**src/rtl/btb_table.sv**
```systemverilog
// btb_table: direct-mapped branch target buffer with combinational lookup and
// taken-branch update.
// Ports:
//   clk          clock; all state updates on the rising edge
//   rst          asynchronous active-low reset; clears every valid bit
//   PCF          fetch PC to look up
//   EXpc         PC of the branch resolving in EX
//   BranchE      EX branch resolved taken
//   BranchTypeE  EX branch type; nonzero means a conditional branch is present
//   BrNPC        EX computed branch target
//   BTBflush     invalidate all entries at the next edge; beats a same-cycle update
//   BTBhit       PCF matches a valid entry
//   BTBtarget    stored target on a hit, 0 otherwise
//   BTBstat_*    saturating hit/update/replacement counters (only with BTB_STATS_EN)
// Build option: define BTB_STATS_EN to compile in the statistics counters.
module btb_table #(
    parameter int IDX_W = 4
) (
    input  logic        clk,
    input  logic        rst,
    input  logic [31:0] PCF,
    input  logic [31:0] EXpc,
    input  logic        BranchE,
    input  logic [2:0]  BranchTypeE,
    input  logic [31:0] BrNPC,
    input  logic        BTBflush,
`ifdef BTB_STATS_EN
    output logic [31:0] BTBstat_hit,
    output logic [31:0] BTBstat_upd,
    output logic [31:0] BTBstat_repl,
`endif
    output logic        BTBhit,
    output logic [31:0] BTBtarget
);
    localparam int DEPTH = 1 << IDX_W;
    localparam int TAG_W = 30 - IDX_W;

    logic [DEPTH-1:0] valid;
    logic [TAG_W-1:0] tag_mem [DEPTH];
    logic [31:0]      tgt_mem [DEPTH];

    logic [IDX_W-1:0] f_idx, e_idx;
    logic [TAG_W-1:0] f_tag, e_tag;
    logic             upd;

    assign f_idx = PCF[IDX_W+1:2];
    assign f_tag = PCF[31:IDX_W+2];
    assign e_idx = EXpc[IDX_W+1:2];
    assign e_tag = EXpc[31:IDX_W+2];

    // Not-taken resolutions leave the entry alone; direction lives in the BHT.
    assign upd = BranchE && (BranchTypeE != 3'd0) && !BTBflush;

    assign BTBhit    = valid[f_idx] && (tag_mem[f_idx] == f_tag);
    assign BTBtarget = BTBhit ? tgt_mem[f_idx] : 32'd0;

    always_ff @(posedge clk or negedge rst) begin
        if (!rst)
            valid <= '0;
        else if (BTBflush)
            valid <= '0;
        else if (upd)
            valid[e_idx] <= 1'b1;
    end

    // Tag/target payload needs no reset: a cleared valid bit masks it.
    always_ff @(posedge clk) begin
        if (upd) begin
            tag_mem[e_idx] <= e_tag;
            tgt_mem[e_idx] <= BrNPC;
        end
    end

`ifdef BTB_STATS_EN
    logic repl;

    assign repl = upd && valid[e_idx] && (tag_mem[e_idx] != e_tag);

    always_ff @(posedge clk or negedge rst) begin
        if (!rst) begin
            BTBstat_hit  <= '0;
            BTBstat_upd  <= '0;
            BTBstat_repl <= '0;
        end else begin
            if (BTBhit && BTBstat_hit != '1)
                BTBstat_hit <= BTBstat_hit + 32'd1;
            if (upd && BTBstat_upd != '1)
                BTBstat_upd <= BTBstat_upd + 32'd1;
            if (repl && BTBstat_repl != '1)
                BTBstat_repl <= BTBstat_repl + 32'd1;
        end
    end
`endif
endmodule

```
**config.mk**
```make
export PLATFORM = sky130hd
export DESIGN_NAME = btb_table
export DESIGN_NICKNAME = d
export VERILOG_FILES = /design/src/rtl/btb_table.sv
export SDC_FILE = /design/constraint.sdc
export NUM_CORES = 1
export LEC_CHECK = 0
export BUFFER_PORTS_ARGS = -buffer_cell sky130_fd_sc_hd__clkbuf_2
export CAP_MARGIN = 15
export CORE_MARGIN = 2
export CORE_UTILIZATION = 45
export CTS_CLUSTER_SIZE = 12
export DETAILED_ROUTE_END_ITERATION = 12
export RECOVER_POWER = 50
export REMOVE_ABC_BUFFERS = 1
export SLEW_MARGIN = 15
export SYNTH_ARGS = -nofsm -noshare
export SYNTH_HDL_FRONTEND = slang
export SYNTH_SLANG_ARGS = --single-unit
```
**constraint.sdc**
```tcl
create_clock -name clk -period 5.1 [get_ports clk]
set_input_delay 1.02 -clock clk [delete_from_list [all_inputs] [get_ports clk]]
set_output_delay 1.02 -clock clk [all_outputs]
set_load 0.005 [all_outputs]
```
==> flow_summary.ini, run 1 <==
[cts]
numCtsBuffers = 96
cts_root_buffer = clkbuf_16
hold_buffers = 0
cts_tree = built
path_clk_slew_ns = 0.06
clk_latency_ns = 0.63
numClockSinks = 944
htree_levels = 3
clockBufferDepth = 3

[floorplanning]
die_area_sq_um = 84900
rows = 105
die_h_microns = 291
initial_utilization = 0.453
io_pins = 136
core_sq_um = 82000
fp.dieW_microns = 291

[layout]
syn2layout_area_growth_pct = 17.8
final_core_util = 0.534
fin_area_sq_um = 43800
n_fill_cell = 6324
drive_gt1_frac = 0.326
finalNetCount = 2004

[yosys]
synth_cells = 1601
syn_area_per_cell_sq_um = 23.2
synth_seq_cells = 944
synth-main-ff-cell = edfxtp_1
synth-edff-count = 928
syn-cell-area_sq_um = 37200
ys_warn_count = 0
synth-seq-area-share = 0.760
ys_types = 60
async_flop_share = 0.0169

[timing]
hold_viol_final = 0
slew_violations = 68
min_period_ns = 5.04
rsz0062_at_grt = true
max_freq_mhz = 198
fin_skew_ns = 0
min_period_over_period = 0.989
tightest_slew_ns = 2.02
setup_ws_ns = 0.0579
setup_violations = 0
maxSlewHeadroom = -0.347
holdWs_ns = 0.454

[global_route]
grt_use_met2 = 0.354
grt_overflow = 0
met1_usage = 0.298
grt_pass1_vias = 18395
antenna_found_initial = 5
grt_max_degree = 105
grt_pass1_wl_microns = 128000
gr-usage-all-layers = 0.211
globalRouteMet3Util = 0.0341
grt_busiest_layer = met2

[worst_hold_path]
min_path_type = in2async

[placed_design]
port_buffers = 131
hpwl_microns = 45700
dp_slack_ns = -0.217
gp_congestion = 0.788
place_area_sq_um = 39800

[routing]
vias = 18012
dr.pass1.iters = 5
wire_per_inst_microns = 30.1
drc = 0
routed_wl_microns = 91400
viasPerCell = 5.92
detail_route.iter0.violations = 1652
postRouteAntennaNets = 0

[run]
maxCapViolCount = 3

[power]
leakage_nw = 14.5
cellPowerDensity_nw_per_um2 = 367
vdd_drop_max_mv = 0.261

[outcome]
status = finished, violations left
violations = capacitance limit, slew limit

[worst_setup_path]
path_max_fanout = 8
critPathKind = in2out
worstPathArrival_ns = 4.02
rr_worst_depth = 1
cp_data_required_time_ns = 4.08
endpoint_kind = output port
critPathLaunchType = input port
-- worst paths after layout --
| path | from | end | slack, ns |
|---|---|---|---|
| setup / recovery | PCF[2] | BTBtarget[1] | 0.06 |
| hold / removal | rst | valid[8] | 0.45 |
| setup reg to reg | valid[9] | valid[9] | 4.43 |
| hold reg to reg | valid[4] | valid[4] | 0.48 |
| max in group asynchronous | rst | valid[7] | 4.14 |
| min in group clk | valid[4] | valid[4] | 0.48 |
-- through the flow --
step | power (W) | setup TNS [ns] | cells
after global placement | 0.00967 | -3.98 | 2825
after detailed placement | 0.00969 | -3.60 | 2825
after floorplan | 0.00920 | -298.88 | 1512
after global routing | 0.0166 | -0.301 | 3040
final | 0.0161 | 0 | 3041
after CTS | 0.0161 | -0.108 | 3011
-- synthesized netlist by cell type (3+ instances only) --
master | count | area (sq um)
buf_2 | 27 | 135
nor4_2 | 31 | 388
clkbuf_1 | 19 | 71.3
a21oi_1 | 4 | 20.0
inv_1 | 6 | 22.5
a21o_1 | 16 | 120
xor2_1 | 13 | 114
nor4_1 | 4 | 25.0
a221oi_1 | 7 | 61.3
a31oi_1 | 3 | 18.8
or3_1 | 3 | 18.8
mux2i_1 | 60 | 601
dfrtp_1 | 16 | 400
o21ai_0 | 5 | 25.0
a22o_1 | 8 | 70.1
a221o_1 | 5 | 50.1
buf_6 | 15 | 169
mux4_2 | 237 | 5340
a22oi_1 | 4 | 30.0
buf_12 | 3 | 60.1
buf_8 | 6 | 90.1
or4_1 | 3 | 22.5
a221oi_2 | 3 | 45.0
edfxtp_1 | 928 | 27900
xnor2_1 | 12 | 105
buf_1 | 8 | 30.0
nand3_1 | 35 | 175
nor2_1 | 26 | 97.6
nand4_1 | 4 | 25.0
nand2_1 | 10 | 37.5
buf_4 | 8 | 60.1
mux4_1 | 19 | 499
nor2b_1 | 6 | 37.5
nor3_1 | 8 | 40.0
nand2b_1 | 5 | 31.3
-- where the power goes --
part	internal [W]	switching, W
Sequential	0.00861	0.0000188
Combinational	0.000449	0.000552
Clock	0.00366	0.00280
Total	0.0127	0.00337
-- layout by cell type (no fill, tap or decap), types with 4 or more instances in the layout --
master     synthesis  final
nand2_1           10     10
a22o_1             8      8
mux2i_1           60     59
clkbuf_16          0    104
buf_2             27     14
nor4_2            31      6
buf_16             0     10
xor2_1            13     12
nor2_1            26     13
a21oi_1            4      4
nand4_1            4      4
clkbuf_1          19    100
a221o_1            5      5
o21ai_0            5      5
nor2b_1            6      6
dfrtp_1           16     16
a21o_1            16     16
nand3_1           35     35
a22oi_1            4      4
nor3_1             8      4
buf_4              8     95
a221oi_1           7      7
clkinv_2           0      5
nand2b_1           5      5
buf_12             3     38
nor2_4             0     12
mux4_1            19     18
xnor2_1           12     11
clkbuf_2           1     53
buf_6             15     10
inv_1              6      5
edfxtp_1         928    928
nor3_2             0      4
nor4_4             0     29
clkinv_1           2     22
mux4_2           237    238
-- metal layers --
| metal | vias to the layer above | routed length (microns) |
|---|---|---|
| met5 | - | 68 |
| met4 | 10 | 1780 |
| met3 | 139 | 5090 |
| met2 | 586 | 45900 |
| met1 | 9774 | 38600 |
| li1 | 7503 | - |
-- cell families after synthesis --
family                 Yosys count  synth area share
buffers and inverters           97            0.0180
AND/OR/NAND/NOR                148            0.0267
flip-flops                     944             0.760
AO/OA/AOI/OAI                   70            0.0154
XOR/XNOR                        25           0.00589
multiplexers                   317             0.173
-- worst max-delay path, stage by stage --
cell and delay (ns):
buf_16 0.12, buf_12 0.15, buf_8 0.14, mux4_1 0.55
mux2i_1 0.17, xnor2_1 0.08, a22oi_1 0.19, buf_4 0.16
nand4_1 0.12, or4_4 0.50, buf_12 0.18, buf_16 0.17
nor4_4 0.27, buf_2 0.15
-- sequential cells by signal, summed over array words and instances (netlist names) --
signal,count
tag_mem,416
tgt_mem,512
valid,16
-- final cells by class --
class / count / area, sq um / area share
sequential: 944 / 28300 / 0.646
multi-input combinational: 560 / 8680 / 0.198
clock buffer: 136 / 2620 / 0.0598
timing repair buffer: 291 / 2600 / 0.0595
tap: 1070 / 1340 / 0.0306
clock inverter: 31 / 233 / 0.00532
inverter: 8 / 32.5 / 0.000743
antenna: 1 / 2.50 / 0.0000572
-- what timing repair did --
| item | 4_1_cts | 5_1_grt |
|---|---|---|
| endpoints found under the setup margin | 33 | 33 |
| gates cloned | 6 | 5 |
| pin swaps | 20 | 12 |
| resized for setup | 56 | 46 |
| setup buffers | 13 | 24 |
Power figures use the tool's default switching activity.
==> run 2, diff against run 1 <==
--- a/config.mk
+++ b/config.mk
@@ -11,6 +11,7 @@
 export CORE_UTILIZATION = 45
 export CTS_CLUSTER_SIZE = 12
 export DETAILED_ROUTE_END_ITERATION = 12
+export PLACE_DENSITY = 0.62
 export RECOVER_POWER = 50
 export REMOVE_ABC_BUFFERS = 1
 export SLEW_MARGIN = 15
==> run 2 against run 1 <==
Compared with the run above: the flow now finishes without violations; sequential power about the same; first-iteration DRC count increased by 11%; combinational power about the same; non-clock buffer count increased by 35; via count increased by 0.78%; clock skew unchanged; cell area increased by 1.2%; die area unchanged; critical path depth unchanged; total power about the same; flip-flop and latch count unchanged; global-route usage increased by 0.41 points; critical endpoint unchanged.
==> flow_summary.ini, run 2 (synthesis gave the netlist of run 1 again) <==
[timing]
min_period_ns = 5.08
fin_skew_ns = 0
slew_violations = 0
tightest_slew_ns = 0.984
rsz0062_at_grt = true
max_freq_mhz = 197
maxSlewHeadroom = 0.344
setup_violations = 0
min_period_over_period = 0.995
holdWs_ns = 0.444
hold_viol_final = 0

[global_route]
grt_max_degree = 61
grt_overflow = 0
gr-usage-all-layers = 0.215
grt_pass1_wl_microns = 131000
antenna_found_initial = 12
grt_pass1_vias = 19012

[worst_setup_path]
endpoint_kind = output port
max_stage_delay_ns = 0.51
critPathLaunchType = input port
cpMaxStageDelayCell = mux4_2
rr_worst_depth = 1
cp_cell_sequence = buf_16 > buf_12 > buf_4 > mux4_2 > mux2i_2 > xnor2_1 > a22oi_1 > buf_4 > nand4_1 > or4_4 > buf_12 > buf_16 > nor4_2 > clkbuf_2
cp_data_required_time_ns = 4.08
path_max_fanout = 8
crit_buf_inv = 7
worstPathArrival_ns = 4.06
r2r_end = valid[3]
worstSetupPathDepth = 14
worst_r2r_startpoint = valid[3]
r2r_slack_ns = 4.45
cpLargestDelayFamily = buffers and inverters
critPathKind = in2out

[floorplanning]
initial_utilization = 0.453
die_area_sq_um = 84900
rows = 105
die_h_microns = 291
core_sq_um = 82000
io_pins = 136
fp.dieW_microns = 291

[power]
clkPwrFrac = 0.402
cellPowerDensity_nw_per_um2 = 363
vdd_drop_max_mv = 0.290
switching_power_w = 0.00337
leakage_nw = 14.9
seq_power_share = 0.536
combPwrFrac = 0.061
switching_share = 0.209
internal_power_w = 0.0127

[cts]
cts_root_buffer = clkbuf_16
numClockSinks = 944
clk_latency_ns = 0.64
htree_levels = 3
numCtsBuffers = 98
cts_tree = built
path_clk_slew_ns = 0.06
clockBufferDepth = 3

[layout]
final_cell_mix = edfxtp_1, mux4_2, buf_4
top_regs = tgt_mem: 512 flops, tag_mem: 416 flops, valid: 16 flops
seqCellArea_sq_um = 28300
drive_gt1_frac = 0.352
fin_area_sq_um = 44300
finalNonFillerCells = 3076
syn2layout_area_growth_pct = 19.2
n_fill_cell = 6293
final_common_cell = edfxtp_1
regMostFlops = tgt_mem
multiInputGateArea_sq_um = 8770
largest_register_ffs = 512
finalNetCount = 2041

[worst_hold_path]
min_path_type = in2async

[routing]
routed_wl_microns = 91100
detail_route.iter0.violations = 1835
wire_per_inst_microns = 29.6
vias = 18153
drc = 0
dr.pass1.iters = 5
viasPerCell = 5.90
postRouteAntennaNets = 0

[placed_design]
place_area_sq_um = 40200
dp_cells = 2850
gp_congestion = 0.788
port_buffers = 131
hpwl_microns = 49000

[run]
maxCapViolCount = 0

[outcome]
status = complete, no violations
run 2: changes by cell type in the layout (fill, tap and decap cells not counted), moves of 5 or more:
cell	delta
clkinv_2	+9
mux2i_1	-6
buf_12	+6
clkbuf_1	-18
buf_4	+23
buf_2	+7
mux2i_2	+5
clkbuf_2	-5
run 2: layer usage:
metal | share of wire | GRT usage | vias to the layer above
met2 | 0.50 | 0.353 | 645
met5 | 0.00098 | 0.00737 | -
li1 | - | - | 7578
met4 | 0.026 | 0.0663 | 14
met1 | 0.42 | 0.298 | 9771
met3 | 0.060 | 0.0369 | 145
run 2: metrics by stage:
stage | power, W | worst slack [ns] | setup TNS (ns) | util
finish | 0.0161 | 0.0245 | 0 | 0.541
floorplan | 0.00920 | -1.31 | -298.88 | -
global route | 0.0166 | -0.0772 | -0.630 | 0.541
detailed placement | 0.00971 | -0.615 | -11.72 | 0.490
CTS | 0.0162 | -0.00644 | -0.0117 | 0.536
global placement | 0.00968 | -0.641 | -12.34 | 0.490
run 2: what timing repair did:
item                       CTS  global route
gates cloned                 5             4
buffers inserted            32            17
gates resized for setup     71            60
hold buffers                 0             0
pin swaps                   17            29
setup endpoints to repair   33            33
run 2: worst max path at each step:
stage              from             to  slack [ns]
6_report         PCF[3]   BTBtarget[1]        0.02
5_1_grt          PCF[3]   BTBtarget[0]       -0.08
4_1_cts          PCF[2]   BTBtarget[9]      -0.006
3_5_place_dp     PCF[2]  BTBtarget[10]       -0.61
3_3_place_gp     PCF[2]  BTBtarget[10]       -0.64
2_1_floorplan  BTBflush  tag_mem[0][0]       -1.31
run 2: cell type report:
cell class              instances  share of cell area
flip-flops and latches        944               0.638
multi-input cells             560               0.198
repair buffers                326              0.0684
clock buffers                 122              0.0583
well taps                    1070              0.0302
clock inverters                43             0.00641
inverters                       8            0.000734
diodes                          3            0.000169
run 2: power by group through the flow:
stage	Sequential [W]	Combinational (W)	Clock, W
6_report	0.00863	0.000988	0.00648
5_1_grt	0.00863	0.00105	0.00689
4_1_cts	0.00863	0.000980	0.00661
3_5_place_dp	0.00879	0.000915	0
3_3_place_gp	0.00878	0.000897	0
2_1_floorplan	0.00879	0.000408	0
